$ cat src/rtl/pin_entry_pkg.sv
// Shared types and constants for the four-digit BCD PIN entry block.
// Digit increment helper wraps 9 -> 0 so digit registers never leave 0..9.
package pin_entry_pkg;

   typedef enum logic [1:0] {
      IDLE  = 2'd0,
      ENTRY = 2'd1,
      DONE  = 2'd2
   } pin_state_t;

   localparam int unsigned NUM_DIGITS = 4;
   localparam logic [3:0]  DIGIT_MAX  = 4'd9;

   function automatic logic [3:0] bcd_inc(input logic [3:0] d);
      return (d >= DIGIT_MAX) ? 4'd0 : d + 4'd1;
   endfunction

endpackage

$ cat src/rtl/pin_idle_timer.sv
// Idle cycle counter: expires on the cycle the count would reach TIMEOUT_TICKS.
// A kick or a deasserted run zeroes the count; expire itself is combinational.
module pin_idle_timer #(
   parameter int unsigned TIMEOUT_TICKS = 40
) (
   input  logic clk,
   input  logic rst,
   input  logic run,
   input  logic kick,
   output logic expire
);

   localparam int unsigned   W    = $clog2(TIMEOUT_TICKS + 1);
   localparam logic [W-1:0]  LAST = W'(TIMEOUT_TICKS - 1);

   logic [W-1:0] cnt_q, cnt_d;

   always_comb begin
      expire = run && !kick && (cnt_q == LAST);
      if (!run || kick || expire)
         cnt_d = '0;
      else
         cnt_d = cnt_q + W'(1);
   end

   always_ff @(posedge clk or posedge rst) begin
      if (rst)
         cnt_q <= '0;
      else
         cnt_q <= cnt_d;
   end

endmodule

$ cat src/rtl/pin_entry.sv
// Collects debounced button pulses into a four-digit BCD PIN and holds the
// committed PIN with pin_valid until the downstream logic acknowledges it.
module pin_entry
   import pin_entry_pkg::*;
#(
   parameter int unsigned TIMEOUT_TICKS = 40
) (
   input  logic        clk,
   input  logic        rst,
   input  logic        btn_up,
   input  logic        btn_next,
   input  logic        btn_enter,
   input  logic        btn_clear,
   input  logic        pin_ack,
   output logic [15:0] pin,
   output logic        pin_valid,
   output logic [1:0]  cur_pos,
   output logic [3:0]  cur_digit,
   output logic        entry_active,
   output logic        timeout,
   output logic        err
);

   pin_state_t                   state_q, state_d;
   logic [NUM_DIGITS-1:0][3:0]   digits_q, digits_d;
   logic [1:0]                   pos_q, pos_d;
   logic [15:0]                  pin_q, pin_d;
   logic                         valid_q, valid_d;
   logic [3:0]                   cur_digit_q, cur_digit_d;
   logic                         active_q, active_d;
   logic                         timeout_q, timeout_d;
   logic                         err_q, err_d;
   logic                         any_btn;
   logic                         expire;

   assign any_btn = btn_up | btn_next | btn_enter | btn_clear;

   pin_idle_timer #(
      .TIMEOUT_TICKS (TIMEOUT_TICKS)
   ) u_idle_timer (
      .clk    (clk),
      .rst    (rst),
      .run    (state_q == ENTRY),
      .kick   (any_btn),
      .expire (expire)
   );

   always_comb begin
      state_d   = state_q;
      digits_d  = digits_q;
      pos_d     = pos_q;
      pin_d     = pin_q;
      valid_d   = valid_q;
      timeout_d = 1'b0;
      err_d     = 1'b0;

      unique case (state_q)
         IDLE: begin
            // enter/clear are treated as absent here, so next > up still applies
            if (btn_next) begin
               state_d = ENTRY;
               pos_d   = pos_q + 2'd1;
            end else if (btn_up) begin
               state_d          = ENTRY;
               digits_d[pos_q]  = bcd_inc(digits_q[pos_q]);
            end
         end
         ENTRY: begin
            if (btn_clear) begin
               state_d  = IDLE;
               digits_d = '0;
               pos_d    = '0;
            end else if (btn_enter) begin
               if (pos_q == 2'd3) begin
                  state_d = DONE;
                  valid_d = 1'b1;
                  pin_d   = {digits_q[0], digits_q[1], digits_q[2], digits_q[3]};
               end else begin
                  err_d = 1'b1;
               end
            end else if (btn_next) begin
               if (pos_q != 2'd3)
                  pos_d = pos_q + 2'd1;
            end else if (btn_up) begin
               digits_d[pos_q] = bcd_inc(digits_q[pos_q]);
            end else if (expire) begin
               state_d   = IDLE;
               digits_d  = '0;
               pos_d     = '0;
               timeout_d = 1'b1;
            end
         end
         DONE: begin
            if (pin_ack) begin
               state_d  = IDLE;
               valid_d  = 1'b0;
               pin_d    = '0;
               digits_d = '0;
               pos_d    = '0;
            end
         end
         default: state_d = IDLE;
      endcase

      cur_digit_d = digits_d[pos_d];
      active_d    = (state_d == ENTRY);
   end

   always_ff @(posedge clk or posedge rst) begin
      if (rst) begin
         state_q     <= IDLE;
         digits_q    <= '0;
         pos_q       <= '0;
         pin_q       <= '0;
         valid_q     <= 1'b0;
         cur_digit_q <= '0;
         active_q    <= 1'b0;
         timeout_q   <= 1'b0;
         err_q       <= 1'b0;
      end else begin
         state_q     <= state_d;
         digits_q    <= digits_d;
         pos_q       <= pos_d;
         pin_q       <= pin_d;
         valid_q     <= valid_d;
         cur_digit_q <= cur_digit_d;
         active_q    <= active_d;
         timeout_q   <= timeout_d;
         err_q       <= err_d;
      end
   end

   assign pin          = pin_q;
   assign pin_valid    = valid_q;
   assign cur_pos      = pos_q;
   assign cur_digit    = cur_digit_q;
   assign entry_active = active_q;
   assign timeout      = timeout_q;
   assign err          = err_q;

endmodule

$ cat config.mk
export PLATFORM = sky130hd
export DESIGN_NAME = pin_entry
export DESIGN_NICKNAME = d
export VERILOG_FILES = /design/src/rtl/pin_entry_pkg.sv /design/src/rtl/pin_idle_timer.sv /design/src/rtl/pin_entry.sv
export SDC_FILE = /design/constraint.sdc
export NUM_CORES = 1
export LEC_CHECK = 0
export ABC_CLOCK_PERIOD_IN_PS = 3600
export CORE_UTILIZATION = 50
export CTS_CLUSTER_SIZE = 24
export DETAILED_ROUTE_END_ITERATION = 12
export PLACE_DENSITY = 0.72
export SLEW_MARGIN = 20
export SYNTH_ARGS = -nofsm -noshare
export SYNTH_HDL_FRONTEND = slang
export SYNTH_SLANG_ARGS = --single-unit
$ cat constraint.sdc
create_clock -name clk -period 3.6 [get_ports clk]
set_input_delay 0.54 -clock clk [delete_from_list [all_inputs] [get_ports clk]]
set_output_delay 0.54 -clock clk [all_outputs]
set_load 0.01 [all_outputs]
==> flow_summary.yaml <==
die:
  start_util_pct: 51.7
  die_h_um: 77.2
  dieArea_um2: 5960
  die_w_um: 77.2
  num_rows: 27
  io_pins: 33
  core_region_area_um2: 5470
timing:
  setup-violations-final: 0
  rsz0062_at_grt: "false"
  fin_skew_ns: 0.00786
  finalCritPeriodShare_pct: 82.5
  worst_pin_slew_ns: 0.859
  drv_slew: 0
  fmax_ghz: 0.337
  whs_ns: 0.464
  relSlewSlack_pct: 42.7
  setup_slack_ns: 0.630
  post-route-min-period_ns: 2.97
  finalHoldViolations: 0
  tns_ns: 0
routing:
  vias: 2371
  drc: 0
  drt_iter0_drc: 224
  drt-vias-per-instance: 5.78
  drtPass1Iterations: 4
  wl_um: 6600
  wire_per_inst_um: 16.1
  final_antenna_net_count: 0
final_layout:
  n_fill_cell: 474
  area_delta_synth_final_pct: 17.7
  n_antenna_cell: 0
  seqCellArea_um2: 1250
  fin_area_um2: 3330
  nNetsFinal: 354
  final_common_cell: "dfrtp_1"
  layout_common_cells: "50 x dfrtp_1, 47 x nand2_1, 32 x clkdlybuf4s50_1, 25 x nor2_1, 24 x o21ai_0"
  drive_gt1_share_pct: 10.9
  multiInputGateArea_um2: 1430
setup_path:
  crit_fanout: 4
  critPathArrivalTime_ns: 3.19
  slowest_delay_ns: 0.63
  cpMaxStageDelayCell: "mux4_1"
  start_kind: "register"
  rrSetupSlack_ns: 0.63
  critical_path_class: "reg2reg"
  critPathCaptureType: "register"
  r2r_start: "cur_pos[0]"
  crit_chain: "mux4_1 > inv_1 > ha_1 > nand2b_1 > and3_2 > o41ai_2 > o211ai_1 > a21oi_2 > o22ai_1 > nor2_1"
  rr_worst_depth: 10
  path_buf_inv: 1
  critPathRequiredTime_ns: 3.82
  crit_family: "compound AO/OA/AOI/OAI gates"
  r2r-end: "cur_digit[2]"
logic_synthesis:
  ys_warn_count: 0
  synthCells: 306
  synth_cell_types: 59
  async_flop_share_pct: 100
  synth_flop_cell: "dfrtp_1"
  synthesis.area_um2: 2830
  ys_ff_latch: 50
  syn_avg_cell_area_um2: 9.24
  synth-edff-count: 0
  ys_seq_area_share_pct: 44.2
  syn_nets: 323
power_and_ir_drop:
  p_per_area_nw_per_um2: 599
  peakVddDrop_uv: 385
  leakagePower_uw: 0.00145
cts:
  cts.sinks: 50
  cts_resized: 0
  clock_latency_ns: 0.31
  cts_tree: "done"
  cts_buffer_depth: 2
  h-tree-depth: 2
  root_buffer: "clkbuf_8"
  cts_buffers: 5
  hold_buffers: 0
  cts_setup_buffers: 0
  clkTransAtPathRegs_ns: 0.09
placed_design:
  hpwl_um: 4780
  routabilityCongestion: 0.935
  numPortBuffers: 32
  placed_area_um2: 3220
  dp_slack_ns: 0.588
global_route:
  grt_pass1_wl_um: 11400
  track_usage_pct: 24.7
  antenna_found_initial: 0
  grt_max_degree: 51
  first_global_vias: 2265
  gr-total-overflow: 0
run_status:
  status: "completed"
worst_hold_path:
  hold_path_depth: 1
  hp-start: "u_idle_timer.cnt_q[0]"
  hold_end: "u_idle_timer.cnt_q[0]"
  hold_class: "reg2reg"
job:
  cap_violations: 0
sequential cells by signal, indices dropped and copies added, names as in the netlist:
name / flops
digits_q: 16
pin: 16
cur_pos: 2
u_idle_timer.cnt_q: 6
pin_valid: 1
entry_active: 1
state_q: 2
err: 1
timeout: 1
cur_digit: 4
power breakdown:
group / internal, µW / leakage [µW] / switching, µW
Clock: 176 / 0.0000544 / 190
Sequential: 659 / 0.000682 / 86.3
Combinational: 380 / 0.000715 / 501
final cells by class:
class | count | area share [%]
Multi-Input combinational cell | 219 | 42.9
Timing Repair Buffer | 38 | 11.0
Clock buffer | 7 | 2.90
Inverter | 23 | 2.63
Clock inverter | 1 | 0.263
Tap cell | 72 | 2.71
Sequential cell | 50 | 37.6
worst max-delay path by stage:
stage               start           end  slack, ns  cells past startpoint
3_3_place_gp   cur_pos[0]  cur_digit[2]       0.66                      9
5_1_grt        cur_pos[0]  cur_digit[2]       0.42                     10
2_1_floorplan  cur_pos[0]  cur_digit[2]       0.95                     10
3_5_place_dp    btn_enter  cur_digit[0]       0.59                      8
6_report       cur_pos[0]  cur_digit[2]       0.63                     10
4_1_cts        cur_pos[0]  cur_digit[2]       0.60                      9
through the flow:
step | std cells | util [%] | total power [µW]
detailed placement | 402 | 58.8 | 1620
global placement | 402 | 58.8 | 1610
CTS | 410 | 60.8 | 1990
floorplan | 306 | - | 1310
finish | 410 | 60.8 | 1990
global route | 410 | 60.8 | 2120
metal layers:
layer,routed length [µm],track usage [%]
met5,0,0
met4,95,8.11
met3,351,4.76
met2,3000,37.3
met1,3150,35.5
cell usage after synthesis (3+ instances only):
cell / number / area (µm²)
a211oi_1: 4 / 30.0
a21o_1: 3 / 22.5
a21oi_1: 8 / 40.0
a21oi_2: 3 / 26.3
a22oi_1: 4 / 30.0
clkbuf_1: 11 / 41.3
dfrtp_1: 50 / 1250
ha_1: 10 / 125
inv_1: 22 / 82.6
mux4_2: 3 / 67.6
nand2_1: 47 / 176
nand2b_1: 5 / 31.3
nand3_1: 5 / 25.0
nand3b_1: 3 / 22.5
nor2_1: 25 / 93.8
nor2b_1: 3 / 18.8
nor4_1: 3 / 18.8
o211ai_1: 3 / 22.5
o21ai_0: 24 / 120
o21ai_1: 4 / 20.0
o22ai_1: 15 / 93.8
o31ai_1: 3 / 22.5
or2_2: 4 / 25.0
logic make-up after synthesis:
group	synth area share, %
adders and majority gates	4.42
muxes	4.11
AOI/OAI and AO/OA	20.1
DFF	44.2
buffers and inverters	5.27
and+or+nand+nor	20.6
xor gates and xnor gates	1.24
Note: power is estimated with default switching activity, not from simulation.
